[config.mk]
export PLATFORM = sky130hd
export DESIGN_NAME = scan_sel_gen_flat
export DESIGN_NICKNAME = d
export VERILOG_FILES = /design/src/rtl/scan_pkg.sv /design/src/rtl/scan_sel_gen_if.sv /design/src/rtl/scan_next_sel.sv /design/src/rtl/scan_sel_gen.sv /design/src/flat_wrapper.sv
export SDC_FILE = /design/constraint.sdc
export NUM_CORES = 1
export LEC_CHECK = 0
export CAP_MARGIN = 15
export CORE_ASPECT_RATIO = 0.6
export CORE_MARGIN = 3
export CORE_UTILIZATION = 45
export DETAILED_ROUTE_END_ITERATION = 6
export PLACE_DENSITY_LB_ADDON = 0.08
export SYNTH_ARGS = -nofsm -noshare
export SYNTH_HDL_FRONTEND = slang
export SYNTH_SLANG_ARGS = --single-unit
[constraint.sdc]
create_clock -name i_clk -period 6.7 [get_ports i_clk]
set_input_delay 0.67 -clock i_clk [delete_from_list [all_inputs] [get_ports i_clk]]
set_output_delay 0.67 -clock i_clk [all_outputs]
set_load 0.005 [all_outputs]
[src/rtl/scan_pkg.sv]
// Shared constants and state encoding for the scan select generator.
// Imported by the interface, the next-select search and the top level.
package scan_pkg;

    localparam int NUM_CH = 8;
    localparam int SEL_W  = 3;

    typedef logic [SEL_W-1:0]  sel_t;
    typedef logic [NUM_CH-1:0] mask_t;

    localparam logic [1:0] IDLE = 2'd0;
    localparam logic [1:0] RUN  = 2'd1;
    localparam logic [1:0] STEP = 2'd2;

endpackage

[src/rtl/scan_sel_gen_if.sv]
// Control and decoder-facing signals of the scan select generator.
// The master drives the scan controls; the slave (the generator) drives the select outputs.
interface scan_sel_gen_if #(
    parameter int DIV_W = 16
);
    import scan_pkg::*;

    logic             i_en;
    logic             i_mode;
    logic             i_dir;
    logic             i_step;
    logic [DIV_W-1:0] i_div;
    mask_t            i_mask;
    logic             i_inv;
    sel_t             o_sel;
    logic             o_opt;
    logic             o_valid;
    logic             o_wrap;

    modport master (
        output i_en, i_mode, i_dir, i_step, i_div, i_mask, i_inv,
        input  o_sel, o_opt, o_valid, o_wrap
    );

    modport slave (
        input  i_en, i_mode, i_dir, i_step, i_div, i_mask, i_inv,
        output o_sel, o_opt, o_valid, o_wrap
    );

endinterface

[src/rtl/scan_next_sel.sv]
// Cyclic search for the nearest enabled channel after sel in the requested direction.
// Purely combinational: reports the next channel, whether the 7/0 boundary was crossed, and an empty mask.
module scan_next_sel
    import scan_pkg::*;
(
    input  sel_t  sel,
    input  mask_t mask,
    input  logic  dir,
    output sel_t  next_sel,
    output logic  wrap,
    output logic  none
);

    int   pos;
    sel_t cand;

    // NOTE: every output and temporary gets a default before the loop so no path leaves one unassigned (no latch).
    always_comb begin
        next_sel = sel;
        wrap     = 1'b0;
        none     = 1'b1;
        pos      = 0;
        cand     = '0;
        // Distance 8 comes back to sel itself, so a lone set bit reselects the current channel.
        for (int k = 1; k <= NUM_CH; k++) begin
            pos  = dir ? int'(sel) - k : int'(sel) + k;
            cand = SEL_W'(pos);
            if (none && mask[cand]) begin
                next_sel = cand;
                wrap     = (pos < 0) || (pos >= NUM_CH);
                none     = 1'b0;
            end
        end
    end

endmodule

[src/rtl/scan_sel_gen.sv]
// Channel select generator for a 3-to-8 decoder: automatic prescaled scan or manual single-step,
// ascending or descending, skipping channels cleared in the enable mask.
module scan_sel_gen
    import scan_pkg::*;
#(
    parameter int   DIV_W       = 16,
    parameter logic INV_DEFAULT = 1'b1
) (
    input  logic           i_clk,
    input  logic           i_rst_n,
    scan_sel_gen_if.slave  bus
);

    logic [1:0]       state;
    logic [1:0]       state_nxt;
    logic [DIV_W-1:0] cnt;
    logic [DIV_W-1:0] cnt_nxt;
    logic             step_q;
    logic             run_active;
    logic             tick;
    logic             step_evt;
    logic             advance;
    sel_t             sel_srch;
    sel_t             sel_nxt;
    logic             wrap_srch;
    logic             none_srch;

    scan_next_sel u_next_sel (
        .sel      (bus.o_sel),
        .mask     (bus.i_mask),
        .dir      (bus.i_dir),
        .next_sel (sel_srch),
        .wrap     (wrap_srch),
        .none     (none_srch)
    );

    always_comb begin
        state_nxt = state;
        if (!bus.i_en) begin
            state_nxt = IDLE;
        end else begin
            case (state)
                IDLE:    state_nxt = bus.i_mode ? STEP : RUN;
                RUN:     if (bus.i_mode)  state_nxt = STEP;
                STEP:    if (!bus.i_mode) state_nxt = RUN;
                default: state_nxt = IDLE;
            endcase
        end
    end

    // A reload lowered below the running count restarts from 0 without a tick.
    assign run_active = (state == RUN) && bus.i_en;
    assign tick       = run_active && (cnt == bus.i_div);
    assign cnt_nxt    = (!run_active || cnt >= bus.i_div) ? '0 : cnt + 1'b1;

    // Step edges seen in RUN or on the cycle entering STEP are dropped because state is not yet STEP.
    assign step_evt = (state == STEP) && bus.i_en && bus.i_step && !step_q;
    assign advance  = (tick || step_evt) && !none_srch;
    assign sel_nxt  = advance ? sel_srch : bus.o_sel;

    // NOTE: state registers use non-blocking assignments so every flop samples pre-edge values.
    always_ff @(posedge i_clk or negedge i_rst_n) begin
        if (!i_rst_n) begin
            state       <= IDLE;
            cnt         <= '0;
            step_q      <= 1'b0;
            bus.o_sel   <= '0;
            bus.o_valid <= 1'b0;
            bus.o_wrap  <= 1'b0;
            bus.o_opt   <= INV_DEFAULT;
        end else begin
            state       <= state_nxt;
            cnt         <= cnt_nxt;
            step_q      <= bus.i_step;
            bus.o_sel   <= sel_nxt;
            bus.o_wrap  <= advance && wrap_srch;
            // Valid follows the select it is registered with, so it lines up with o_sel.
            bus.o_valid <= bus.i_en && bus.i_mask[sel_nxt];
            if (state != IDLE) begin
                bus.o_opt <= bus.i_inv;
            end
        end
    end

endmodule

[src/flat_wrapper.sv]
// flat-port wrapper written by rule: the top's interface ports become plain ports
module scan_sel_gen_flat import scan_pkg::*;
#(
    parameter int   DIV_W       = 16,
    parameter logic INV_DEFAULT = 1'b1
)
  (i_clk, i_rst_n, bus_i_en, bus_i_mode, bus_i_dir, bus_i_step, bus_i_div, bus_i_mask, bus_i_inv, bus_o_sel, bus_o_opt, bus_o_valid, bus_o_wrap);
  scan_sel_gen_if #(.DIV_W(DIV_W)) bus_i ();
  input  logic i_clk;
  input  logic i_rst_n;
  input wire logic [$bits(bus_i.i_en)-1:0] bus_i_en;
  input wire logic [$bits(bus_i.i_mode)-1:0] bus_i_mode;
  input wire logic [$bits(bus_i.i_dir)-1:0] bus_i_dir;
  input wire logic [$bits(bus_i.i_step)-1:0] bus_i_step;
  input wire logic [$bits(bus_i.i_div)-1:0] bus_i_div;
  input wire logic [$bits(bus_i.i_mask)-1:0] bus_i_mask;
  input wire logic [$bits(bus_i.i_inv)-1:0] bus_i_inv;
  output wire logic [$bits(bus_i.o_sel)-1:0] bus_o_sel;
  output wire logic [$bits(bus_i.o_opt)-1:0] bus_o_opt;
  output wire logic [$bits(bus_i.o_valid)-1:0] bus_o_valid;
  output wire logic [$bits(bus_i.o_wrap)-1:0] bus_o_wrap;
  assign bus_i.i_en = bus_i_en;
  assign bus_i.i_mode = bus_i_mode;
  assign bus_i.i_dir = bus_i_dir;
  assign bus_i.i_step = bus_i_step;
  assign bus_i.i_div = bus_i_div;
  assign bus_i.i_mask = bus_i_mask;
  assign bus_i.i_inv = bus_i_inv;
  assign bus_o_sel = bus_i.o_sel;
  assign bus_o_opt = bus_i.o_opt;
  assign bus_o_valid = bus_i.o_valid;
  assign bus_o_wrap = bus_i.o_wrap;
  scan_sel_gen #(.DIV_W(DIV_W), .INV_DEFAULT(INV_DEFAULT)) u_core (.i_clk(i_clk), .i_rst_n(i_rst_n), .bus(bus_i));
endmodule
Word-level counts from Yosys, hierarchy flattened:

Index checks and enable logic that the tools add are counted.

* logic and storage cells: 143
* register bits: 25
* output and inout bits: 6
* bits of input ports: 31

* equality and inequality tests: 5
* muxes and demuxes: 57
* add/subtract/negate cells: 17
* order comparisons: 26
* reductions and logical operators: 31

Operator list (count)
* 32-bit by 5-bit >= comparator with 1-bit output, second input constant: 8
* 32-bit by 1-bit < comparator with 1-bit output, second input constant: 8
* 32-bit 2-to-1 mux: 8
* 3-bit by 4-bit < comparator with 1-bit output, second input constant: 9
* 1-bit binary-select mux with 3-bit select: 9
* 3-bit 2-to-1 mux: 9
* 1-bit 2-to-1 mux: 25
* 16-bit by 1-bit adder with 16-bit output, second input constant: 1
* 3-bit by 3-bit adder with 4-bit output, second input constant: 4
* 16-bit == test: 1
* 16-bit >= comparator: 1
* 16-bit 2-to-1 mux: 1
* 3-bit by 3-bit subtractor with 4-bit output, second input constant: 4
* 1-bit logical AND: 15
* 1-bit logical OR: 10
* 3-bit by 2-bit adder with 4-bit output, second input constant: 2
* 2-bit 2-to-1 mux: 4
* 3-bit by 2-bit subtractor with 4-bit output, second input constant: 2
* 3-bit != test, second input constant: 2
* 2-bit case mux with 3 select lines: 1
* 3-bit by 4-bit adder with 5-bit output, second input constant: 1
* 3-bit by 4-bit subtractor with 5-bit output, second input constant: 1
* 3-bit by 1-bit adder with 4-bit output, second input constant: 1
* 3-bit by 1-bit subtractor with 4-bit output, second input constant: 1
* other kinds (6): 8

Longest topological paths before layout:

* word-level depth: 25
* depth in mapped cells: 13
* mapped depth without buffers: 11

Modules after synthesis:

Synthesis repeated with hierarchy kept, for this count alone.

* cells, all modules: 309
* area total of the unflattened synthesis: 2670.1 µm²

Modules (own cells, without submodules)
* scan_sel_gen: sequential area each 626.9 µm², instances 1, area an instance 1606.5 µm², cells each 170
* scan_next_sel: sequential area each 0.0 µm², instances 1, area an instance 1063.5 µm², cells each 139

Worst setup path after synthesis:

OpenSTA, ideal clock, no wires.

* path type: flip-flop to flip-flop
* start: register u_core.bus.o_sel[0]
* end: register u_core.bus.o_valid
* cell stages (with the launch flop): 13
* library setup time: 0.086 ns
* data required time: 6.614 ns
* period minus slack after synthesis: 3.568 ns
* arrival: 3.483 ns
* buffers on the path: 2
* setup slack: 3.132 ns
* cells stage by stage: dfrtp_1 > buf_4 > buf_1 > inv_1 > ha_1 > xnor2_4 > mux2_4 > mux2i_2 > nand3_2 > nand4bb_1 > nor3b_1 > or4_1 > a32oi_1

* cells in the longest elaborated chain, start to end: 25
* elaborated cells on any way between the ends: 69
* those cells by class: add/sub: 16; mux: 43; reduce/logical: 10

RTL lines
* start, declared: line scan_sel_gen_if.sv:27 `output o_sel, o_opt, o_valid, o_wrap`
* start signal, assigned: line scan_sel_gen.sv:75 `bus.o_sel <= sel_nxt;`
* 3-bit by 1-bit adder with 4-bit output / 3-bit by 1-bit subtractor with 4-bit output (equally long branches): line scan_next_sel.sv:26 `pos = dir ? int'(sel) - k : int'(sel) + k;`
* 32-bit 2-to-1 mux: line scan_next_sel.sv:26
* 1-bit binary-select mux with 3-bit select: line scan_next_sel.sv:28 `if (none && mask[cand]) begin`
* 1-bit 2-to-1 mux (not written as such): line scan_next_sel.sv:28
* 1-bit 2-to-1 mux: line scan_next_sel.sv:28
* 1-bit logical AND: line scan_next_sel.sv:28
* 1-bit 2-to-1 mux: line scan_next_sel.sv:28
* 1-bit logical AND: line scan_next_sel.sv:28
* [... 9 more ...]
* 1-bit logical AND: line scan_next_sel.sv:28
* 1-bit 2-to-1 mux: line scan_next_sel.sv:28
* 1-bit zero test: line scan_sel_gen.sv:58 `assign advance = (tick || step_evt) && !none_srch;`
* 1-bit logical AND: line scan_sel_gen.sv:58
* 3-bit 2-to-1 mux (*): line scan_sel_gen.sv:59 `assign sel_nxt = advance ? sel_srch : bus.o_sel;`
* 1-bit binary-select mux with 3-bit select (*): line scan_sel_gen.sv:78 `bus.o_valid <= bus.i_en && bus.i_mask[sel_nxt];`
* 1-bit 2-to-1 mux (not written as such) (*): line scan_sel_gen.sv:78
* 1-bit logical AND (*): line scan_sel_gen.sv:78
* end signal, assigned: line scan_sel_gen.sv:78
* end, declared: line scan_sel_gen_if.sv:27

Mark *: on every way between the ends. The rest lies on a longest branch, timed or not. The select of a mux whose other input is x is not followed.
A chain may end at the register's enable or synchronous reset.

Worst setup path after layout:

* start: input port bus_i_dir
* end: register u_core.bus.o_valid

* cells in the longest elaborated chain, start to end: 24
* elaborated cells on any way between the ends: 53
* those cells by class: mux: 43; reduce/logical: 10

RTL lines
* start, declared: line flat_wrapper.sv:13 `input wire logic [$bits(bus_i.i_dir)-1:0] bus_i_dir;`
* 32-bit 2-to-1 mux: line scan_next_sel.sv:26
* 1-bit binary-select mux with 3-bit select: line scan_next_sel.sv:28
* 1-bit 2-to-1 mux (not written as such): line scan_next_sel.sv:28
* 1-bit 2-to-1 mux: line scan_next_sel.sv:28
* 1-bit logical AND: line scan_next_sel.sv:28
* 1-bit 2-to-1 mux: line scan_next_sel.sv:28
* 1-bit logical AND: line scan_next_sel.sv:28
* 1-bit 2-to-1 mux: line scan_next_sel.sv:28
* [... 8 more ...]
* 1-bit logical AND: line scan_next_sel.sv:28
* 1-bit 2-to-1 mux: line scan_next_sel.sv:28
* 1-bit zero test: line scan_sel_gen.sv:58
* 1-bit logical AND: line scan_sel_gen.sv:58
* 3-bit 2-to-1 mux (*): line scan_sel_gen.sv:59
* 1-bit binary-select mux with 3-bit select (*): line scan_sel_gen.sv:78
* 1-bit 2-to-1 mux (not written as such) (*): line scan_sel_gen.sv:78
* 1-bit logical AND (*): line scan_sel_gen.sv:78

Marks and branches as above.

==> results by group <==
Timing
  • RSZ-0062 raised after global routing: false
  • Slew HR: 0.399
  • Layout Skew: 2.48 ps
  • Fin Setup TNS: 0 ps
  • Worst-margin pin slew: 899 ps
  • Final Max Slew Viols: 0
  • Final Hold Fails: 0
  • Period utilization: 0.586
  • Max frequency: 0.255 GHz
  • Fin worst setup slack: 2770 ps
  • Minimum clock period after layout: 3930 ps
  • Final setup fails: 0

Clock tree
  • CTS tree: yes
  • CTS Root Cell: clkbuf_8
  • CTS clk-pin slew, worst paths: 90 ps
  • Hold_buf cts: 0
  • Clk sinks: 25
  • Setup bufs post-CTS: 0
  • Worst-Skew Late Latency: 280 ps
  • PostCTS Resize Cnt: 0
  • Worst-case clock buffer depth: 2
  • CTS buffer count: 3
  • H-Tree Depth: 1

Yosys
  • Number of synthesized flops with an enable pin: 0
  • Share of the synthesized area in the top cell type: 0.214
  • Cell with the most instances after synthesis: nand2_1
  • Cell area after synthesis: 2810 um2
  • Async set-reset flop share out of synthesis: 1.00
  • Avg Synthesized Cell Area: 9.12 um2
  • Synth Register Bits: 25
  • Cell count after synthesis: 308
  • Net Count, Synth: 366
  • Post-synth top area cell: dfrtp_1
  • Commonest cells post-synth: 35 x nand2_1, 27 x ha_1, 24 x a21oi_1, 24 x dfrtp_1, 19 x inv_1
  • Synth Warn #: 0
  • Post-synthesis sequential area ratio: 0.223
  • Synth Flop Type: dfrtp_1
  • Synth top area cells: dfrtp_1 21%, ha_1 12%, mux2i_1 6.1%
  • Post-synthesis cell type count: 64

Detailed routing
  • Starting DRT DRC Count: 152
  • Drt pass-1 iters: 4
  • Via density: 5.64
  • Residual DRC count: 0
  • Final wirelength: 7.23 mm
  • Routed len/inst: 17.0 um
  • Vias: 2393
  • DRT antenna net count: 0

Pwr
  • Sequential group share of total power: 0.144
  • Pleak: 1.44 nW
  • Clk network pwr share: 0.065
  • P_sw: 0.710 mW
  • Internal power: 0.701 mW
  • PD cells: 426 nW/um2
  • Maximum vdd drop: 0.197 mV
  • Total chip power: 1.41 mW
  • Switching Share: 0.503
  • Comb pwr share: 0.791

Floorplanning
  • Site Rows: 21
  • Die Ht: 67.2 um
  • Die area: 7250 um2
  • Die W: 108 um
  • I/O pins: 37
  • Area of the core: 5810 um2
  • Initial Util: 0.484

Worst setup path
  • Slowest cell delay on critical path: 870 ps
  • Crit path max-delay family: simple AND/OR/NAND/NOR gates
  • CP arrival: 4130 ps
  • Bufs and invs on worst path: 1
  • Setup CP Type: input port to flip-flop
  • Critical path peak fanout: 17
  • CP cell instances: clkdlybuf4s50_1, xnor2_4, mux2_4, mux2i_2, nand3_2, nand4bb_1, nor3b_1, or4_1, a32oi_1
  • CP Data Required Time: 6900 ps
  • Crit end category: flip-flop
  • Startpoint types: input port
  • CP max-delay cell: clkdlybuf4s50_1

Global route
  • Number of global-route vias before repair: 2275
  • Tot GR Track Use: 0.216
  • Initial antenna violation count: 0
  • Largest net degree at the start of global routing: 26
  • GR Overflow Total: 0
  • Global-route wire length before repair: 12.1 mm

Layout
  • Area growth, synth to finish: 17.9%
  • Reg area: 627 um2
  • Non-Filler Instances: 424
  • Proportion of layout cells with a drive suffix above 1: 0.131
  • Fillcell total: 521
  • Final instance area: 3310 um2
  • Final nets: 403
  • Multi-input gate area: 2060 um2
  • Antenna diode count: 0

Place
  • Cells after DPL: 418
  • Placed inst area: 3240 um2
  • Hpwl dp: 5.78 mm
  • Setup WS pre-CTS: 2510 ps
  • # port buffers: 36
  • Global placer's final weighted congestion: 0.973

Hold path
  • Worst min path class: flip-flop to flip-flop

Flow run
  • Max cap viols: 0

Status
  • Status: complete, no violations
==> metal layers <==
layer / track usage / part of all wire
met1: 0.361 / 0.55
met2: 0.279 / 0.37
met3: 0.0544 / 0.081
met4: 0.0110 / 0
met5: 0 / 0
==> worst reg2reg max path, delay by kind of cell, from the launching register on <==
kind                       cells  cell delay [ps]
xor gates and xnor gates       1              380
DFF                            1              740
buffers and inverters          1              230
adders and majority gates      1              420
muxes                          2              740
AOI/OAI and AO/OA              1              210
and+or+nand+nor                4             1030
==> sequential cells by signal, summed over array words and instances (netlist names) <==
signal	cells
u_core.cnt	16
u_core.step_q	1
u_core.bus.o_valid	1
u_core.state	2
u_core.bus.o_opt	1
u_core.bus.o_wrap	1
u_core.bus.o_sel	3
==> power groups by stage <==
| stage | Sequential [mW] | Combinational [mW] | Clock, mW |
|---|---|---|---|
| detailed placement | 0.208 | 1.09 | 0 |
| global route | 0.208 | 1.22 | 0.101 |
| CTS | 0.204 | 1.10 | 0.0939 |
| floorplan | 0.183 | 0.879 | 0 |
| finish | 0.204 | 1.12 | 0.0913 |
| global placement | 0.208 | 1.11 | 0 |
==> layout by cell type, fill, tap and decap left out, types with 3 or more instances in the layout <==
cell type	synthesis	layout
a21o_1	3	3
a21oi_1	24	24
and3_1	4	4
clkbuf_8	0	3
clkdlybuf4s50_1	0	36
dfrtp_1	24	24
ha_1	27	27
inv_1	19	19
mux2_2	6	6
mux2_4	3	3
mux2i_1	17	17
mux2i_2	3	3
mux2i_4	3	3
mux4_2	4	4
nand2_1	35	35
nand2b_1	3	3
nand3_1	11	11
nand4_1	8	8
nor2_1	18	18
nor2b_1	4	4
nor3_1	3	3
o211ai_1	5	5
o21a_1	3	3
o21ai_0	8	8
o31a_1	3	3
xnor2_1	6	6
xnor2_4	3	3
xor2_1	12	12
==> area by class of cell <==
cell class              instances  share of cell area
repair buffers                 40               0.121
flip-flops and latches         25               0.189
clock inverters                 1             0.00151
well taps                      80              0.0302
inverters                      20              0.0227
multi-input cells             255               0.622
clock buffers                   3              0.0125
==> cells by family after synthesis <==
family	count (synthesis)	synth area share
simple gates	103	0.192
flops	25	0.223
buf+inv	28	0.0428
xor+xnor	22	0.0914
mux	36	0.172
compound gates	67	0.159
fa+ha+maj	27	0.120
==> final timing paths <==
path,start,endpoint,slack (ps),depth (start not counted)
max in group asynchronous,i_rst_n,u_core.bus.o_opt$_DFFE_PN1P_,5510,2
worst min-delay path,u_core.cnt[15]$_DFF_PN0_,u_core.cnt[15]$_DFF_PN0_,560,2
worst min register to register,u_core.cnt[15]$_DFF_PN0_,u_core.cnt[15]$_DFF_PN0_,560,2
worst max-delay path,bus_i_dir,u_core.bus.o_valid$_DFF_PN0_,2770,9
min in group asynchronous,i_rst_n,u_core.cnt[10]$_DFF_PN0_,660,1
worst max register to register,u_core.bus.o_sel[1]$_DFF_PN0_,u_core.bus.o_valid$_DFF_PN0_,2870,10
==> metrics by stage <==
step	utilization	hold WS [ps]
floorplan	-	374
global placement	0.558	541
detailed placement	0.558	553
CTS	0.566	567
global route	0.570	595
finish	0.570	565
No activity file was read; power rests on OpenSTA's default activity.
